===== src/rtl/grouped_run_counter_pkg.sv =====
// Shared definitions for the grouped run counter: default geometry and the
// trailing-zero helper used to pick the coefficient bit.
package grouped_run_counter_pkg;

  localparam int DEF_WIDTH = 32;
  localparam int DEF_GROUP = 4;
  localparam int NGROUPS   = DEF_WIDTH / DEF_GROUP;
  localparam int TZW       = $clog2(DEF_WIDTH);

  // Widest counter the trailing-zero helper can serve.
  localparam int MAXW   = 64;
  localparam int MAXTZW = $clog2(MAXW);

  // Index of the lowest set bit; 0 for an all-zero vector.
  function automatic logic [MAXTZW-1:0] tz_index(input logic [MAXW-1:0] v);
    tz_index = '0;
    for (int i = MAXW - 1; i >= 0; i--) begin
      if (v[i]) tz_index = MAXTZW'(i);
    end
  endfunction

endpackage


===== src/rtl/run_counter_slice.sv =====
// One carry group of the run counter: clear beats hold beats increment.
module run_counter_slice #(
  parameter int GROUP = 4
) (
  input  logic             clock,
  input  logic             reset,
  input  logic             carry_in,
  input  logic             clr,
  input  logic             hold,
  output logic [GROUP-1:0] q,
  output logic             all_ones,
  output logic             carry_out
);

  always_ff @(posedge clock or posedge reset) begin
    if (reset)         q <= '0;
    else if (clr)      q <= '0;
    else if (hold)     q <= q;
    else if (carry_in) q <= q + 1'b1;
  end

  assign all_ones  = &q;
  assign carry_out = carry_in & all_ones;

endmodule


===== src/rtl/grouped_run_counter.sv =====
// Run-length counter built from carry groups, with all-ones flags and a
// coefficient bit selected by the count's trailing-zero position.
module grouped_run_counter
  import grouped_run_counter_pkg::*;
#(
  parameter int WIDTH     = 32,
  parameter int GROUP     = 4,
  parameter int HOLD_IDLE = 0,
  parameter int SATURATE  = 0,
  parameter int Z_REG     = 0
) (
  input  logic             clock,
  input  logic             reset,
  input  logic             Clear,
  input  logic             X,
  input  logic [WIDTH:0]   C,
  output logic [WIDTH-1:0] count,
  output logic             W,
  output logic             TC,
  output logic             Z
);

  localparam int NG = WIDTH / GROUP;
  localparam int TW = (WIDTH > 1) ? $clog2(WIDTH) : 1;

  if ((WIDTH % GROUP) != 0 || WIDTH < GROUP) begin : g_bad_group
    $fatal(1, "grouped_run_counter: WIDTH must be a multiple of GROUP");
  end
  if (WIDTH > MAXW) begin : g_bad_width
    $fatal(1, "grouped_run_counter: WIDTH exceeds trailing-zero helper range");
  end

  logic [NG:0]   carry;
  logic [NG-1:0] grp_ones;
  logic          clr_all;
  logic          sat_hold;

  // X low without HOLD_IDLE restarts the run; Clear always wins.
  assign clr_all  = Clear | ((HOLD_IDLE == 0) & ~X);
  // carry[NG] is high exactly when an increment would wrap the whole counter.
  assign sat_hold = (SATURATE != 0) & carry[NG];
  assign carry[0] = X;

  for (genvar g = 0; g < NG; g++) begin : g_slice
    run_counter_slice #(.GROUP(GROUP)) u_slice (
      .clock     (clock),
      .reset     (reset),
      .carry_in  (carry[g]),
      .clr       (clr_all),
      .hold      (sat_hold),
      .q         (count[g*GROUP +: GROUP]),
      .all_ones  (grp_ones[g]),
      .carry_out (carry[g+1])
    );
  end

  assign W  = grp_ones[NG-1];
  assign TC = &grp_ones;

  logic [MAXW-1:0] count_ext;
  logic [TW-1:0]   tz;
  logic [TW:0]     sel;
  logic            z_pre;

  assign count_ext = MAXW'(count);
  assign tz        = TW'(tz_index(count_ext));
  assign sel       = {1'b0, tz} + 1'b1;
  assign z_pre     = X & (C[0] | ((|count) & C[sel]));

  if (Z_REG != 0) begin : g_zreg
    logic z_q;
    always_ff @(posedge clock or posedge reset) begin
      if (reset) z_q <= 1'b0;
      else       z_q <= z_pre;
    end
    assign Z = z_q;
  end else begin : g_zcomb
    assign Z = z_pre;
  end

endmodule


===== config.mk =====
export PLATFORM = sky130hd
export DESIGN_NAME = grouped_run_counter
export DESIGN_NICKNAME = d
export VERILOG_FILES = /design/src/rtl/grouped_run_counter_pkg.sv /design/src/rtl/run_counter_slice.sv /design/src/rtl/grouped_run_counter.sv
export SDC_FILE = /design/constraint.sdc
export NUM_CORES = 1
export LEC_CHECK = 0
export BUFFER_PORTS_ARGS = -buffer_cell sky130_fd_sc_hd__buf_2
export CELL_PAD_IN_SITES_DETAIL_PLACEMENT = 1
export CELL_PAD_IN_SITES_GLOBAL_PLACEMENT = 1
export CORE_AREA = 5 5 89 91
export CTS_CLUSTER_DIAMETER = 200
export CTS_CLUSTER_SIZE = 8
export DETAILED_ROUTE_END_ITERATION = 8
export DIE_AREA = 0 0 94 96
export PLACE_DENSITY_LB_ADDON = 0.1
export SETUP_SLACK_MARGIN = 0.02
export SLEW_MARGIN = 20
export SYNTH_ARGS = -nofsm -noshare
export SYNTH_HDL_FRONTEND = slang
export SYNTH_SLANG_ARGS = --single-unit

===== constraint.sdc =====
create_clock -name clock -period 5.3 [get_ports clock]
set_input_delay 1.06 -clock clock [delete_from_list [all_inputs] [get_ports clock]]
set_output_delay 1.06 -clock clock [all_outputs]
set_load 0.02 [all_outputs]

==> metrics.md <==
| Metric | Value |
|---|---|
| Status | completed |
| Synth cell types | 50 |
| Synth area leaders | dfrtp_1 31%, ha_1 8.1%, nor2_1 7.2% |
| Ant diodes | 0 |
| Final WL | 7909 um |
| CP cell instances | or3_1 -> a221oi_2 -> o21ai_1 -> a211o_2 -> inv_6 -> ha_1 -> nor3_1 -> a21oi_1 -> o311ai_4 -> mux2_1 -> a2111o_1 -> o211ai_2 -> a221oi_2 -> buf_2 |
| Worst slew margin | 0.4497 |
| VDD IR-drop max | 0.08992 mV |
| CTS max path bufs | 2 |
| Syn Nets | 353 |
| Clock tree root buffer cell | clkbuf_8 |
| Largest net degree at the start of global routing | 33 |
| Final period util | 0.9436 |
| Yosys reg bits | 32 |
| Largest register FFs | 32 |
| Syn. warnings | 0 |
| Tightest Pin Transition | 817.9 ps |
| Worst hold path class | reg -> reg |
| DIE HEIGHT | 96 um |
| Post-synth EDFFs | 0 |
| Avg Synthesized Cell Area | 8.771 sq um |
| CTS tree | yes |
| Number of core rows | 31 |
| Share of post-route cells with drive strength above 1 | 0.2582 |
| Period minus WS final | 5001 ps |
| Total number of vias | 2473 |
| Die span in x | 94 um |
| Synth top area share | 0.3053 |
| Crit-path leading delay family | compound AO/OA/AOI/OAI gates |
| Via-to-Cell Ratio | 5.296 |
| Clock Sinks | 32 |
| CP endpoint kind | output pin |
| Area of the die | 9024 sq um |
| Synth area leader | dfrtp_1 |
| Unrepaired setup endpoints after global routing | no |
| Leakage | 1.524 nW |
| Power Density | 156.7 nW/um^2 |
| Total CTS buffers | 5 |
| TritonRoute pass-1 iters | 4 |
| Post-Synth Adder-Cell Area | 0.08111 |
| DR WL/cell | 16.94 um |
| XOR/XNOR share of the synthesized area | 0.06345 |
| Number of hold buffers added after CTS | 0 |
| Global-route wire length before repair | 12980 um |
| Max Cap Viol | 0 |
| Startpoint Class | flip-flop |
| Final Setup Violations | 0 |
| Setup CP Type | reg -> out |
| Starting Density | 0.3715 |
| CP Max Fanout | 9 |
| Seq/Total Area, Yosys | 0.3053 |
| Slowest library cell on the worst path | dfrtp_1 |
| Cells after Synth | 299 |
| Clk pin slew, worst setup/hold paths | 70 ps |
| All-Layer GR Usage | 0.1818 |
| Worst path bufs/invs | 2 |
| Biggest regs | g_slice.u_slice.q (32) |
| Crit path top cell by count | a221oi_2 |
| Vias in the first global route | 2555 |
| Final Hold Viols | 0 |
| Final #Nets | 421 |
| Area delta synth->final | 20.09% |
| Simple-Gate Fraction of Synth Area | 0.2448 |
| Port Buffers | 71 |
| Largest Register | g_slice.u_slice.q |
| Post-synth ARST share | 1.000 |
| Skew-Pair Late Insertion Delay | 290 ps |
| Core area | 7059 sq um |
| GPL Wtd Cong | 0.7718 |
| CP arrival | 3940 ps |
| Post-DP HPWL | 6082 um |
| Setup TNS | 0 ps |
| Compound-gate portion of the synthesized area | 0.1369 |
| Mux cell area share after synthesis | 0.1083 |
| ANT nets after route | 0 |
| Fmax achieved | 200.0 MHz |
| Final Worst Setup Slack | 299.2 ps |
| Cell Area, Synth | 2623 sq um |
| Final slew viol count | 0 |
| Synth Flop Type | dfrtp_1 |
| Initial antenna violation count | 0 |
| Post-cts resize count | 0 |
| H-tree depth | 2 |
| CP peak stage delay | 490 ps |
| Initial DRC count | 94 |
| DRC violations left | 0 |
| Fill cells | 879 |
| Top Ports | 72 |
| Largest family of logic cells by synthesized area | simple AND/OR/NAND/NOR gates |
| Pre-CTS WS | 599.6 ps |
| Clock Skew | 7.442 ps |
| Worst EP required | 4240 ps |
| Grt ovf | 0 |
| Post CTS Setup Buffer Count | 0 |
-- synth_stat cells (all sizes together) (5+ instances only) --
cell type / number
nor3: 5
clkbuf: 10
nand4: 11
nand2: 14
xnor2: 11
mux4: 7
a21oi: 16
or3: 6
inv: 26
nand2b: 5
nand3: 11
nor2: 50
ha: 17
dfrtp: 32
xor2: 8
mux2i: 7
o21ai: 9
nor4: 9
-- layout by cell type (no fill, tap or decap), drive strengths merged, types with 4 or more instances in the layout --
cell type  instances
a21oi             16
a221oi             4
and2               4
buf               73
clkbuf             5
dfrtp             32
ha                17
inv               26
mux2i              7
mux4               7
nand2             14
nand2b             5
nand3             11
nand4             11
nor2              50
nor3               5
nor4               9
o21ai              9
or3                6
or4                4
xnor2             11
xor2               8
-- final timing paths --
kind | cells after the start | from | slack, ps | end
setup / recovery | 14 | g_slice[4].u_slice.q[0]$_DFFE_PP0P_ | 300 | Z
hold / removal | 1 | g_slice[0].u_slice.q[0]$_DFFE_PP0P_ | 560 | g_slice[0].u_slice.q[0]$_DFFE_PP0P_
setup reg to reg | 8 | g_slice[0].u_slice.q[1]$_DFFE_PP0P_ | 2250 | g_slice[5].u_slice.q[3]$_DFFE_PP0P_
hold reg to reg | 1 | g_slice[0].u_slice.q[0]$_DFFE_PP0P_ | 560 | g_slice[0].u_slice.q[0]$_DFFE_PP0P_
max in group asynchronous | 3 | reset | 4130 | g_slice[0].u_slice.q[0]$_DFFE_PP0P_
min in group asynchronous | 3 | reset | 840 | g_slice[2].u_slice.q[2]$_DFFE_PP0P_
-- kinds of logic after synthesis --
group	count (synthesis)
flip-flops	32
AO/OA/AOI/OAI	48
AND/OR/NAND/NOR	128
XOR/XNOR	19
adder cells (fa/ha/maj)	17
multiplexers	17
buffers and inverters	38
-- final cells by class --
cell class / count / area, sq um / share of cell area
Tap cell: 99 / 123.9 / 0.03933
Clock inverter: 3 / 18.77 / 0.005959
Timing Repair Buffer: 73 / 370.4 / 0.1176
Inverter: 26 / 102.6 / 0.03258
Sequential cell: 32 / 800.8 / 0.2543
Clock buffer: 5 / 68.82 / 0.02185
Multi-Input combinational cell: 229 / 1664 / 0.5284
-- report_power, final --
group / leakage, nW / internal (mW) / switching, mW
logic: 1.03 / 0.0249 / 0.0290
registers: 0.446 / 0.245 / 0.00136
clock network: 0.0479 / 0.0916 / 0.102
total: 1.52 / 0.361 / 0.132
-- through the flow --
stage / instances / power (mW) / hold WS, ps / util / instance area [sq um]
floorplan: 299 / 0.2814 / 633.7 / - / 2623
global placement: 459 / 0.3044 / 550.8 / 0.4337 / 3062
detailed placement: 459 / 0.3052 / 566.2 / 0.4337 / 3062
CTS: 467 / 0.5034 / 577.6 / 0.4461 / 3149
global route: 467 / 0.5179 / 607.4 / 0.4461 / 3149
finish: 467 / 0.4936 / 562.7 / 0.4461 / 3149
-- layer usage --
layer	GRT usage	wire, um	vias to the layer above
met5	0	0	-
met4	0.04452	72	0
met3	0.03518	424	5
met2	0.3122	3820	54
met1	0.2355	3592	1206
li1	-	-	1208
No activity file was read; power rests on OpenSTA's default activity.
